[src/rtl/attn_result_streamer_if.sv]
// Narrow result stream bundle for attn_result_streamer: capture inputs plus
// the valid/ready word stream and status flags.
interface attn_result_streamer_if #(
  parameter int DATA_W  = 16,
  parameter int N_WORDS = 32,
  parameter int IDX_W   = 5
) ();
  logic                      en;
  logic                      all_done;
  logic [N_WORDS*DATA_W-1:0] final_res;
  logic [DATA_W-1:0]         out_data;
  logic                      out_valid;
  logic                      out_ready;
  logic                      out_last;
  logic [IDX_W-1:0]          out_idx;
  logic                      busy;
  logic                      overrun;

  modport slave (
    input  en, all_done, final_res, out_ready,
    output out_data, out_valid, out_last, out_idx, busy, overrun
  );

  modport master (
    output en, all_done, final_res, out_ready,
    input  out_data, out_valid, out_last, out_idx, busy, overrun
  );
endinterface

[src/rtl/attn_result_streamer.sv]
// Captures the wide attention result on the rising edge of all_done and
// streams it out as N_WORDS sequential words over valid/ready.
//
// state    | meaning
// S_IDLE   | no stream in progress, waiting for a start
// S_STREAM | emitting r_cap[r_idx], waiting for each transfer
module attn_result_streamer #(
  parameter int DATA_W  = 16,
  parameter int N_WORDS = 32,
  parameter int IDX_W   = 5
) (
  input logic                  clk,
  input logic                  rst,
  attn_result_streamer_if.slave bus
);

  typedef enum logic {S_IDLE, S_STREAM} state_t;

  state_t            r_state, w_nxt_state;
  logic [DATA_W-1:0] r_cap [N_WORDS];
  logic [IDX_W-1:0]  r_idx, w_nxt_idx;
  logic              r_done_q;
  logic              r_overrun;
  logic              w_start, w_xfer, w_last_xfer, w_load, w_set_ovr;

  assign w_start     = bus.en & bus.all_done & ~r_done_q;
  assign w_xfer      = (r_state == S_STREAM) & bus.out_ready;
  assign w_last_xfer = w_xfer & (r_idx == IDX_W'(N_WORDS - 1));

  always_ff @(posedge clk or posedge rst) begin
    if (rst) begin
      r_state   <= S_IDLE;
      r_idx     <= '0;
      r_done_q  <= 1'b0;
      r_overrun <= 1'b0;
      for (int i = 0; i < N_WORDS; i++) r_cap[i] <= '0;
    end else begin
      r_state  <= w_nxt_state;
      r_idx    <= w_nxt_idx;
      r_done_q <= bus.all_done;
      if (w_set_ovr) r_overrun <= 1'b1;
      if (w_load) begin
        for (int i = 0; i < N_WORDS; i++) r_cap[i] <= bus.final_res[i*DATA_W +: DATA_W];
      end
    end
  end

  always_comb begin
    w_nxt_state = r_state;
    w_nxt_idx   = r_idx;
    w_load      = 1'b0;
    w_set_ovr   = 1'b0;
    case (r_state)
      S_IDLE: begin
        if (w_start) begin
          w_nxt_state = S_STREAM;
          w_nxt_idx   = '0;
          w_load      = 1'b1;
        end
      end
      S_STREAM: begin
        if (w_last_xfer) begin
          // A start landing on the final transfer chains straight into a new stream
          w_nxt_idx = '0;
          if (w_start) begin
            w_load = 1'b1;
          end else begin
            w_nxt_state = S_IDLE;
          end
        end else begin
          if (w_xfer) w_nxt_idx = r_idx + IDX_W'(1);
          if (w_start) w_set_ovr = 1'b1;
        end
      end
      default: w_nxt_state = S_IDLE;
    endcase
  end

  always_comb begin
    bus.out_valid = (r_state == S_STREAM);
    bus.busy      = (r_state == S_STREAM);
    bus.out_idx   = r_idx;
    bus.out_last  = (r_state == S_STREAM) & (r_idx == IDX_W'(N_WORDS - 1));
    bus.out_data  = (r_state == S_STREAM) ? r_cap[r_idx] : '0;
    bus.overrun   = r_overrun;
  end

endmodule

[src/flat_wrapper.sv]
// flat-port wrapper written by rule: the top's interface ports become plain ports
module attn_result_streamer_flat 
#(
  parameter int DATA_W  = 16,
  parameter int N_WORDS = 32,
  parameter int IDX_W   = 5
)
  (clk, rst, bus_en, bus_all_done, bus_final_res, bus_out_ready, bus_out_data, bus_out_valid, bus_out_last, bus_out_idx, bus_busy, bus_overrun);
  attn_result_streamer_if #(.DATA_W(DATA_W), .N_WORDS(N_WORDS), .IDX_W(IDX_W)) bus_i ();
  input logic clk;
  input logic rst;
  input wire logic [$bits(bus_i.en)-1:0] bus_en;
  input wire logic [$bits(bus_i.all_done)-1:0] bus_all_done;
  input wire logic [$bits(bus_i.final_res)-1:0] bus_final_res;
  input wire logic [$bits(bus_i.out_ready)-1:0] bus_out_ready;
  output wire logic [$bits(bus_i.out_data)-1:0] bus_out_data;
  output wire logic [$bits(bus_i.out_valid)-1:0] bus_out_valid;
  output wire logic [$bits(bus_i.out_last)-1:0] bus_out_last;
  output wire logic [$bits(bus_i.out_idx)-1:0] bus_out_idx;
  output wire logic [$bits(bus_i.busy)-1:0] bus_busy;
  output wire logic [$bits(bus_i.overrun)-1:0] bus_overrun;
  assign bus_i.en = bus_en;
  assign bus_i.all_done = bus_all_done;
  assign bus_i.final_res = bus_final_res;
  assign bus_i.out_ready = bus_out_ready;
  assign bus_out_data = bus_i.out_data;
  assign bus_out_valid = bus_i.out_valid;
  assign bus_out_last = bus_i.out_last;
  assign bus_out_idx = bus_i.out_idx;
  assign bus_busy = bus_i.busy;
  assign bus_overrun = bus_i.overrun;
  attn_result_streamer #(.DATA_W(DATA_W), .N_WORDS(N_WORDS), .IDX_W(IDX_W)) u_core (.clk(clk), .rst(rst), .bus(bus_i));
endmodule
[config.mk]
export PLATFORM = sky130hd
export DESIGN_NAME = attn_result_streamer_flat
export DESIGN_NICKNAME = d
export VERILOG_FILES = /design/src/rtl/attn_result_streamer_if.sv /design/src/rtl/attn_result_streamer.sv /design/src/flat_wrapper.sv
export SDC_FILE = /design/constraint.sdc
export NUM_CORES = 1
export LEC_CHECK = 0
export BUFFER_PORTS_ARGS = -buffer_cell sky130_fd_sc_hd__buf_4
export CAP_MARGIN = 15
export CORE_ASPECT_RATIO = 0.8
export CORE_MARGIN = 2
export CORE_UTILIZATION = 38
export CTS_CLUSTER_DIAMETER = 30
export DETAILED_ROUTE_END_ITERATION = 12
export PLACE_DENSITY = 0.66
export SLEW_MARGIN = 20
export SYNTH_ARGS = -nofsm -noshare
export SYNTH_HDL_FRONTEND = slang
export SYNTH_SLANG_ARGS = --single-unit
[constraint.sdc]
create_clock -name clk -period 33.6 [get_ports clk]
set_clock_uncertainty 0.05 [all_clocks]
set_input_delay 0 -clock clk [delete_from_list [all_inputs] [get_ports clk]]
set_output_delay 0 -clock clk [all_outputs]
set_load 0.01 [all_outputs]
## After elaboration in Yosys (flattened, before gate mapping)

Cells that the tools add are included.
W data, S select, Z words.

- Add/sub/neg operators: 1
- Magnitude comparators: 1
- Equality and inequality tests: 3
- Muxes and demuxes: 15
- Bitwise gates (word level): 8
- Reduce and logical (&&, ||, !) cells: 1

Operators with widths:

| operator | number |
|---|---|
| $bmux W16 S5 | 1 |
| $mux W16 | 3 |
| $mux W5 | 3 |
| $pmux W5 S2 | 1 |
| $ge A6 B6 Y1 const B | 1 |
| $not A5 Y6 | 1 |
| $add A5 B1 Y5 const B | 1 |
| $and A1 B1 Y1 | 5 |
| $eq A5 B5 Y1 const B | 1 |
| $mux W1 | 5 |
| $pmux W1 S2 | 2 |
| $ne A3 B3 Y1 const B | 1 |
| $ne A2 B1 Y1 const B | 1 |
| $not A1 Y1 | 2 |
| $reduce_and A2 Y1 | 1 |

- Register bits: 520
- Output and inout bits: 25
- Logic and storage cells: 65

## Depth between registers and ports, before layout

Gate-level depths: netlist of run 1.

- Depth in word-level cells: 5
- Depth in mapped cells: 9
- Mapped depth without buffers: 7

## Worst setup path after synthesis of run 1

No wires, ideal clock.

- Kind: register to register
- Start: register u_core.r_idx[3], in the netlist u_core.bus.out_idx[3]
- End: register u_core.r_cap[0] (netlist bit)
- Setup time: 125 ps
- Arrival time: 2590 ps
- Required time: 33425 ps
- Setup slack: 30835 ps
- Stages on the path, launching flop included: 10
- Clock period less this slack: 2765 ps
- Cells stage by stage: dfrtp_1 -> buf_4 -> clkbuf_1 -> and3_1 -> ha_1 -> nand2_1 -> a21oi_1 -> clkbuf_1 -> buf_2 -> mux2_2

- Cells in the longest elaborated chain, start to end: 4

Ends and longest elaborated chain:

| what | line | source |
|---|---|---|
| from (decl) | attn_result_streamer.sv:21 | `logic [IDX_W-1:0] r_idx, w_nxt_idx;` |
| from (signal assigned) | attn_result_streamer.sv:39 | `r_idx <= w_nxt_idx;` |
| $eq A5 B5 Y1 | attn_result_streamer.sv:28 | `assign w_last_xfer = w_xfer & (r_idx == IDX_W'(N_WORDS - 1));` |
| $and A1 B1 Y1 | attn_result_streamer.sv:28 |  |
| $mux W1 | attn_result_streamer.sv:62 | `if (w_last_xfer) begin` |
| $pmux W1 S2 | attn_result_streamer.sv:53 | `case (r_state)` |
| to (decl) | attn_result_streamer.sv:20 | `logic [DATA_W-1:0] r_cap [N_WORDS];` |

Every way passes these cells.
A chain may end at the register's enable or synchronous reset.

## Worst setup path after layout of run 1

- Start: register u_core.r_idx[1], in the netlist u_core.bus.out_idx[1]
- End: register u_core.r_cap[320] (netlist bit)

The elaborated chain is that of the path after synthesis.

==> run_results.csv, run 1 <==
group,metric,value,unit
status,status,"completed",
cts,clockRootBuffer,"clkbuf_16",
die,start_util,38.5,%
power_and_ir_drop,power.density,74.0,mW/mm2
timing,tightest_slew,1.03,ns
drt,viasPerCell,4.96,
power_and_ir_drop,swShare,29.8,%
logic_synthesis,netlist_instances,1445,
cts,cts.sinks,520,
logic_synthesis,async_flop_share,100,%
critical_path,r2r_start,"u_core.bus.out_idx[1]$_DFFE_PP0P_",
placed_design,placed_area,0.0283,mm2
power_and_ir_drop,seq_power_share,31.6,%
logic_synthesis,synth_xor_xnor_area_share,0.0371,%
global_routing,grt_pass1_vias,19494,
logic_synthesis,ys_ff_latch,520,
die,core_region_area,0.0613,mm2
run,drv_cap,0,
cts,cts_buffer_depth,3,
logic_synthesis,yosysUniqueCellTypes,33,
layout,final_area,0.0373,mm2
cts,worst_setup_hold_path_clk_slew,0.05,ns
placed_design,globalplace.congestion,0.815,
logic_synthesis,synth-edff-count,0,
timing,final-hold-violation-count,0,
die,row_count,81,
timing,post-route-min-period,5.41,ns
layout,fill_cells,4359,
logic_synthesis,ys_seq_area_share,55.1,%
power_and_ir_drop,peakVddDrop,62.4,uV
power_and_ir_drop,p_leak,0.0168,uW
drt,vias,17176,
logic_synthesis,synthAdderAreaFrac,0.106,%
logic_synthesis,synth_top_family_by_area,"multiplexers",
timing,setup_violations,0,
timing,totalNegativeSetupSlack,0,ns
die,dieWidth,283,um
layout,layout-drive-gt1-share,52.5,%
logic_synthesis,synth-compound-area-share,2.01,%
power_and_ir_drop,p_int,1940,uW
global_routing,grt_usage,24.3,%
logic_synthesis,synth_ff_type,"dfrtp_1",
critical_path,crit_top_cell,"buf_4",
die,die_area,0.0641,mm2
logic_synthesis,netlist_top_cells_area,"dfrtp_1 55%, mux2_2 25%, mux4_2 7.7%",
critical_path,critPathTopFamily,"buffers and inverters",
timing,whs,0.0797,ns
critical_path,slowest_delay,0.94,ns
min_path,hold_class,"input port to async pin",
critical_path,crit_path_start,"u_core.bus.out_idx[1]$_DFFE_PP0P_",
power_and_ir_drop,p_comb_share,28.6,%
logic_synthesis,synthesis.area,0.0236,mm2
die,die_h,227,um
power_and_ir_drop,clkPwrFrac,39.8,%
drt,dr.pass1.iters,5,
global_routing,antenna_found_initial,23,
timing,max_freq,185,MHz
drt,routed_wl,78.7,mm
critical_path,critical_path_buf_inv_count,3,
placed_design,port_buffers,541,
logic_synthesis,synth-simple-area-share,0.965,%
layout,fin_nets,3046,
critical_path,end_kind,"register",
power_and_ir_drop,p_sw,822,uW
critical_path,cp_max_fo,69,
critical_path,cp_cell_sequence,"ha_1 -> and3_1 -> ha_1 -> nand2_1 -> a21oi_4 -> buf_4 -> buf_4 -> buf_4 -> mux2_2",
critical_path,crit_path_start_kind,"register",
timing,post-route-period-util,16.1,%
cts,hold_buffers,517,
logic_synthesis,yosys_warnings,0,
logic_synthesis,syn_nets,1964,
cts,cts_tree,"done",
timing,timing.final.ws_setup,28.19,ns
drt,drtIter0Drc,935,
layout,mostFrequentLayoutCell,"buf_4",
cts,cts_max_level,3,
logic_synthesis,synth_top_area_share,55.1,%
timing,rsz0062_at_grt,"no",
critical_path,worstPathRequired,34.05,ns
cts,ctsResizeCount,0,
critical_path,critPathArrivalTime,5.86,ns
logic_synthesis,syn_area_per_cell,16.3,um2
timing,maxSlewViolCount,0,
critical_path,critical-path-slowest-cell,"dfrtp_4",
global_routing,grt_overflow_total,0,
cts,postCtsSetupBuffers,0,
drt,drcViolationCount,0,
global_routing,grt_max_degree,166,
logic_synthesis,synth_mux_area_share,39.1,%
timing,slew_headroom,31.3,%
layout,layout-area-overhead-vs-synth,58.2,%
critical_path,path_class,"register to register",
placed_design,place_ws,28.25,ns
cts,clk_latency,0.63,ns
drt,antenna_left,0,
drt,wl_per_cell,22.7,um
global_routing,grt_pass1_wl,116,mm
placed_design,hpwl,51.0,mm
layout,layout_common_cells,"556 x buf_4, 528 x mux2_2, 517 x dlygate4sd3_1, 516 x dfrtp_1, 109 x clkbuf_16",
logic_synthesis,yosys.area.top_type,"dfrtp_1",
die,ioPinCount,542,
cts,cts-buffers-inserted,108,
==> worst register-to-register path: cells and delay by family (launching register included) <==
kind / cells / cell delay, ns
simple gates: 2 / 0.31
mux: 1 / 0.46
buf+inv: 3 / 2.28
fa+ha+maj: 2 / 0.55
compound gates: 1 / 0.68
flops: 1 / 0.94
==> sequential cells by signal (all words and copies together), names as in the netlist <==
signal              count
u_core.r_cap          512
u_core.bus.out_idx      5
u_core.bus.busy         1
u_core.bus.overrun      1
u_core.r_done_q         1
==> Yosys cell counts, drive strengths merged (3+ instances only) <==
| cell | count |
|---|---|
| nor3b | 16 |
| a21oi | 17 |
| mux4 | 112 |
| o22ai | 16 |
| nor2 | 3 |
| clkbuf | 21 |
| mux2 | 528 |
| mux2i | 64 |
| o21ai | 5 |
| dfrtp | 520 |
| buf | 84 |
| nand2 | 9 |
| a22oi | 32 |
==> path summary, 6_finish.rpt <==
| kind | end | slack [ns] | depth (start not counted) |
|---|---|---|---|
| max reg2reg | u_core.r_cap[320]$_DFFE_PP0P_ | 28.19 | 9 |
| min reg2reg | u_core.bus.overrun$_DFFE_PP0P_ | 0.42 | 1 |
| min | u_core.r_cap[423]$_DFFE_PP0P_ | 0.08 | 3 |
| max in group asynchronous | u_core.r_cap[471]$_DFFE_PP0P_ | 31.03 | 5 |
| max | u_core.r_cap[320]$_DFFE_PP0P_ | 28.19 | 9 |
| min in group clk | u_core.r_cap[101]$_DFFE_PP0P_ | 0.08 | 3 |
==> stage by stage <==
stage | util [%] | instances | power, uW
after global placement | 46.1 | 2728 | 1600
final | 60.9 | 3462 | 2760
after detailed placement | 46.1 | 2729 | 1620
after CTS | 60.8 | 3444 | 2780
after global routing | 60.9 | 3462 | 2880
after floorplan | - | 1445 | 1310
==> cell families (layout without fill, tap and decap cells) <==
| group | Yosys count | after routing |
|---|---|---|
| xor+xnor | 1 | 1 |
| fa+ha+maj | 2 | 2 |
| buf+inv | 107 | 1277 |
| mux | 704 | 704 |
| other cells | 0 | 17 |
| flops | 520 | 520 |
| simple gates | 38 | 38 |
| compound gates | 73 | 73 |
==> per-layer routing <==
layer,routed length (um),global-route usage [%],share of wire [%],vias to the layer above
li1,-,-,-,7708
met1,31200,29.2,40,8786
met2,40500,42.7,51,522
met3,4580,5.75,5.8,152
met4,2400,8.99,3.1,8
met5,57,0,0.072,-
==> cell type report <==
class                           count  area (um2)  share of cell area (%)
Antenna cell                       17        42.5                   0.114
Clock buffer                      130        2960                    7.92
Clock inverter                     68         843                    2.26
Inverter                            1        11.3                  0.0302
Multi-Input combinational cell    818        9970                    26.7
Sequential cell                   520       13000                    34.9
Tap cell                          830        1040                    2.78
Timing Repair Buffer             1078        9450                    25.3
==> power by group through the flow <==
| stage | Combinational, uW | Clock, uW | Sequential, uW |
|---|---|---|---|
| detailed placement | 746 | 0 | 878 |
| finish | 789 | 1100 | 874 |
| floorplan | 487 | 0 | 825 |
| global placement | 736 | 0 | 869 |
| global route | 840 | 1150 | 891 |
| CTS | 802 | 1110 | 869 |
(Power assumes the default switching activity.)
==> run 2: changes to the inputs <==
Clock period 33.6 ns to 5.6 ns, I/O delays scaled along.
==> run 2 against run 1 <==
Effect of this change: combinational power increased to 6.2 times the previous value; count of clock-buffer cells in the layout increased by 8; register-to-register slack got worse by 26 ns; utilization increased by 0.42 points; sequential share of layout area decreased by 0.24 points; total power increased to 6.1 times the previous value; sequential power increased to 5.9 times the previous value.
==> run_results.csv, run 2 (same netlist as run 1, synthesis figures left out) <==
group,metric,value,unit
critical_path,critical-path-slowest-cell,"dfrtp_4",
drt,drtIter0Drc,876,
layout,mostFrequentLayoutCell,"buf_4",
global_routing,antenna_found_initial,20,
timing,tightest_slew,1.07,ns
timing,rsz0062_at_grt,"no",
cts,cts_buffer_depth,3,
cts,worst_setup_hold_path_clk_slew,0.05,ns
placed_design,port_buffers,541,
global_routing,grt_usage,24.9,%
cts,cts_tree,"done",
timing,maxSlewViolCount,0,
die,dieWidth,283,um
cts,postCtsSetupBuffers,0,
cts,clk_latency,0.63,ns
placed_design,placed_area,0.0284,mm2
cts,ctsResizeCount,0,
status,status,"completed",
layout,fill_cells,4317,
critical_path,critPathTopFamily,"multiplexers",
layout,largest-register,"u_core.r_cap",
cts,cts_max_level,3,
power_and_ir_drop,p_leak,0.0169,uW
global_routing,grt_use_met1,29.0,%
critical_path,critPathArrivalTime,3.93,ns
critical_path,end_kind,"output pin",
placed_design,place_ws,2.17,ns
layout,final_area,0.0376,mm2
power_and_ir_drop,power.density,451,mW/mm2
drt,antenna_left,0,
drt,routed_wl,80.1,mm
critical_path,r2r_cells,9,
cts,cts.sinks,520,
drt,wl_per_cell,23.1,um
critical_path,crit_top_cell,"buf_4",
critical_path,r2r_start,"u_core.bus.out_idx[0]$_DFFE_PP0P_",
global_routing,grt_overflow_total,0,
layout,largest_reg_flops,512,
layout,layout-drive-gt1-share,52.5,%
critical_path,crit_cells,6,
global_routing,use_met3,6.11,%
layout,layout-area-overhead-vs-synth,59.3,%
timing,timing.final.ws_setup,1.62,ns
critical_path,cp_cell_sequence,"buf_4 -> mux4_1 -> mux4_2 -> o22ai_1 -> nor3b_1 -> buf_4",
die,row_count,81,
die,ioPinCount,542,
power_and_ir_drop,peakVddDrop,286,uV
drt,viasPerCell,5.02,
die,die_h,227,um
drt,dr.pass1.iters,5,
timing,whs,0.0331,ns
placed_design,hpwl,50.8,mm
timing,setup_violations,0,
global_routing,grt_pass1_vias,19909,
timing,max_freq,251,MHz
timing,slew_headroom,28.8,%
timing,final-hold-violation-count,0,
min_path,hold_class,"input port to async pin",
global_routing,grt_use_met2,43.6,%
cts,hold_buffers,518,
critical_path,crit_path_start,"u_core.bus.out_idx[3]$_DFFE_PP0P_",
global_routing,grt_pass1_wl,119,mm
critical_path,worstPathRequired,5.55,ns
placed_design,globalplace.congestion,0.810,
cts,clockRootBuffer,"clkbuf_16",
die,start_util,38.5,%
critical_path,slowest_delay,0.91,ns
die,core_region_area,0.0613,mm2
cts,cts-buffers-inserted,109,
drt,drcViolationCount,0,
critical_path,cp_max_fo,43,
layout,layout_common_cells,"558 x buf_4, 528 x mux2_2, 518 x dlygate4sd3_1, 517 x dfrtp_1, 112 x clkbuf_16",
drt,vias,17420,
critical_path,critical_path_buf_inv_count,2,
timing,post-route-period-util,71.1,%
die,die_area,0.0641,mm2
critical_path,path_class,"register to output pin",
layout,fin_util,61.3,%
timing,post-route-min-period,3.98,ns
run,drv_cap,0,
global_routing,grt-busiest-layer,"met2",
layout,fin_nets,3053,
critical_path,crit_path_start_kind,"register",
global_routing,grt_max_degree,180,
run 2: changes by cell type in the layout (fill, tap and decap cells not counted), sizes merged:
| cell | before | now |
|---|---|---|
| dlygate4sd3 | 517 | 518 |
| clkinv | 39 | 30 |
| buf | 561 | 566 |
| clkbuf | 130 | 138 |
| bufinv | 16 | 19 |
| clkinvlp | 10 | 13 |
run 2: stage by stage:
stage                     instances  TNS (ns)  total power [uW]
final                          3473         0             16900
after detailed placement       2734         0              9750
after global routing           3469         0             17600
after CTS                      3455         0             17000
after global placement         2734         0              9630
after floorplan                1445   -787.40              7880
run 2: where the power goes:
group	switching, uW	leakage [uW]	internal (uW)
sequential	551	0.00652	4610
clock	2160	0.00193	4740
combinational	2300	0.00846	2570
total	5010	0.0169	11900
run 2: tightest hold or removal path, delay by kind of cell:
family / cells / cell delay, ns
buf+inv: 3 / 1.22
run 2: layout make-up:
type                       instances  area, um2  area share, %
inverter                           1       7.51         0.0200
sequential                       520      13000           34.6
timing repair buffer            1084       9540           25.4
clock buffer                     138       3070           8.17
multi-input combinational        818       9970           26.5
clock inverter                    65        902           2.40
antenna                           17       42.5          0.113
tap                              830       1040           2.76
run 2: final timing paths:
check | slack, ns | end
max in group asynchronous | 3.80 | u_core.r_cap[205]$_DFFE_PP0P_
min reg2reg | 0.45 | u_core.r_cap[473]$_DFFE_PP0P_
max reg2reg | 2.23 | u_core.r_cap[490]$_DFFE_PP0P_
min in group clk | 0.09 | u_core.r_cap[283]$_DFFE_PP0P_
max | 1.62 | bus_out_data[13]
min | 0.03 | u_core.r_cap[295]$_DFFE_PP0P_
run 2: metal layers:
| metal | part of all wire, % | up-vias |
|---|---|---|
| met4 | 3.5 | 4 |
| met2 | 52 | 570 |
| li1 | - | 7720 |
| met5 | 0.041 | - |
| met3 | 6.0 | 157 |
| met1 | 39 | 8969 |
==> run 3: changes to the inputs <==
Settings changed: ABC_AREA set to 1, PLACE_DENSITY 0.66 to 0.67.
Clock period 5.6 ns to 3.45 ns, I/O delays scaled along.
==> run 3 against run 2 <==
Effect of this change: worst setup slack worse by 1.4 ns; utilization is 2.9 points lower; flip-flop and latch count stayed put; critical path depth is 4 higher; design area is 6.5% higher.
==> run_results.csv, run 3 <==
group,metric,value,unit
cts,cts_tree,"done",
timing,slew_headroom,31.0,%
power_and_ir_drop,total_power,31100,uW
global_routing,grt_use_met1,34.5,%
drt,wl_per_cell,22.2,um
drt,dr.pass1.iters,7,
global_routing,antenna_found_initial,11,
cts,cts-buffers-inserted,109,
min_path,min_path_cells,3,
logic_synthesis,syn_area_per_cell,11.0,um2
timing,maxSlewViolCount,0,
drt,antenna_left,0,
global_routing,grt_pass1_vias,24343,
global_routing,grt_max_degree,157,
min_path,hold_class,"input port to register",
placed_design,place_ws,0.477,ns
logic_synthesis,syn_nets,2897,
critical_path,end_kind,"output pin",
logic_synthesis,ys_top_cells_by_count,"614 x nand2_1, 520 x dfrtp_1, 353 x nand3_1",
placed_design,port_buffers,541,
die,dieWidth,298,um
layout,fin_nets,3960,
critical_path,path_class,"register to output pin",
logic_synthesis,async_flop_share,100,%
status,status,"completed",
die,die_area,0.0711,mm2
global_routing,grt_pass1_wl,149,mm
logic_synthesis,ys_seq_area_share,49.7,%
cts,clk_latency,0.67,ns
timing,max_freq,308,MHz
logic_synthesis,synth-edff-count,0,
critical_path,crit_path_start_kind,"register",
global_routing,grt_usage,27.5,%
critical_path,r2r_cells,11,
timing,tightest_slew,1.04,ns
drt,drtIter0Drc,1829,
cts,cts_buffer_depth,3,
cts,postCtsSetupBuffers,0,
global_routing,grt-busiest-layer,"met2",
cts,cts.sinks,520,
drt,routed_wl,99.1,mm
drt,viasPerCell,5.06,
global_routing,grt_use_met2,45.9,%
timing,timing.final.ws_setup,0.199,ns
global_routing,grt_overflow_total,0,
timing,setup_violations,0,
layout,layout-drive-gt1-share,36.7,%
logic_synthesis,synth_top_area_share,49.7,%
global_routing,use_met3,5.69,%
logic_synthesis,yosysMostFrequentCell,"nand2_1",
cts,ctsResizeCount,0,
placed_design,globalplace.congestion,0.834,
critical_path,critPathArrivalTime,3.20,ns
cts,cts_max_level,3,
logic_synthesis,netlist_instances,2378,
logic_synthesis,synth_ff_type,"dfrtp_1",
die,die_h,239,um
critical_path,cp_max_fo,156,
layout,final_area,0.0400,mm2
logic_synthesis,yosys_warnings,0,
logic_synthesis,netlist_top_cells_area,"dfrtp_1 50%, mux2_4 18%, nand2_1 8.8%",
run,drv_cap,0,
timing,post-route-min-period,3.25,ns
power_and_ir_drop,p_leak,0.0205,uW
timing,rsz0062_at_grt,"no",
drt,drcViolationCount,0,
critical_path,worstPathRequired,3.40,ns
layout,fin_util,58.4,%
die,start_util,38.2,%
placed_design,hpwl,59.3,mm
layout,mostFrequentLayoutCell,"nand2_1",
layout,layout-area-overhead-vs-synth,52.8,%
die,row_count,86,
cts,hold_buffers,524,
timing,final-hold-violation-count,0,
logic_synthesis,yosysUniqueCellTypes,29,
logic_synthesis,ys_ff_latch,520,
layout,largest-register,"u_core.r_cap",
power_and_ir_drop,peakVddDrop,571,uV
cts,clockRootBuffer,"clkbuf_16",
layout,layout_common_cells,"614 x nand2_1, 572 x buf_4, 524 x dlygate4sd3_1, 517 x dfrtp_1, 353 x nand3_1",
logic_synthesis,yosys.area.top_type,"dfrtp_1",
cts,worst_setup_hold_path_clk_slew,0.05,ns
layout,largest_reg_flops,512,
die,core_region_area,0.0685,mm2
power_and_ir_drop,power.density,776,mW/mm2
die,ioPinCount,542,
logic_synthesis,synthesis.area,0.0262,mm2
placed_design,placed_area,0.0309,mm2
drt,vias,22601,
timing,post-route-period-util,94.2,%
-- run 3: logic make-up after synthesis --
family	Yosys count	share of synthesized area, %
flops	520	49.7
simple gates	1047	16.8
xor+xnor	1	0.0334
fa+ha+maj	2	0.0955
mux	482	25.3
compound gates	114	2.36
buf+inv	212	5.84
-- run 3: final timing paths --
kind | to | startpoint | slack, ns
min reg2reg | u_core.bus.busy$_DFF_PP0_ | u_core.r_done_q$_DFF_PP0_ | 0.42
min | u_core.r_cap[349]$_DFFE_PP0P_ | bus_final_res[173] | 0.05
max | bus_out_data[2] | u_core.bus.out_idx[0]$_DFFE_PP0P_ | 0.20
max in group asynchronous | u_core.r_cap[266]$_DFFE_PP0P_ | rst | 1.76
min in group asynchronous | u_core.r_cap[505]$_DFFE_PP0P_ | rst | 0.51
max reg2reg | u_core.r_cap[333]$_DFFE_PP0P_ | u_core.bus.out_idx[0]$_DFFE_PP0P_ | 0.45
-- run 3: stage by stage --
| step | instances | hold slack [ns] | TNS (ns) |
|---|---|---|---|
| floorplan | 2378 | -0.0186 | -1905.40 |
| global placement | 3730 | 0.0552 | 0 |
| detailed placement | 3730 | 0.0580 | 0 |
| CTS | 4458 | 0.000465 | 0 |
| global route | 4467 | 0.0313 | 0 |
| finish | 4468 | 0.0532 | 0 |
-- run 3: power by group --
part	switching, uW	internal, uW	total (uW)
combinational	5750	4850	10600
clock	3790	7180	11000
sequential	1290	8210	9500
-- run 3: layout make-up --
type                    count  area (um2)
diodes                     10        25.0
clock buffers             132        2930
clock inverters            72         953
fillers                  5176       28500
inverters                  40         168
multi-input cells        1646       11700
flip-flops and latches    520       13000
well taps                 924        1160
repair buffers           1124       10100
-- run 3: critical path: stages, from the launching register on --
cell and delay [ns]:
dfrtp_4 0.49, buf_12 0.41, nand2_1 0.12, nand3_1 0.12
nand3_1 0.17, nand2_1 0.20, nand2_1 0.07, nand3_1 0.14
nand2_1 0.13, nor2_1 0.19, buf_4 0.17
-- run 3: layer usage --
layer / wire length (um) / share of wire [%] / up-vias
met3: 6250 / 6.3 / 256
met5: 13 / 0.013 / -
met1: 40700 / 41 / 11122
met2: 47900 / 48 / 1032
li1: - / - / 10189
met4: 4220 / 4.3 / 2
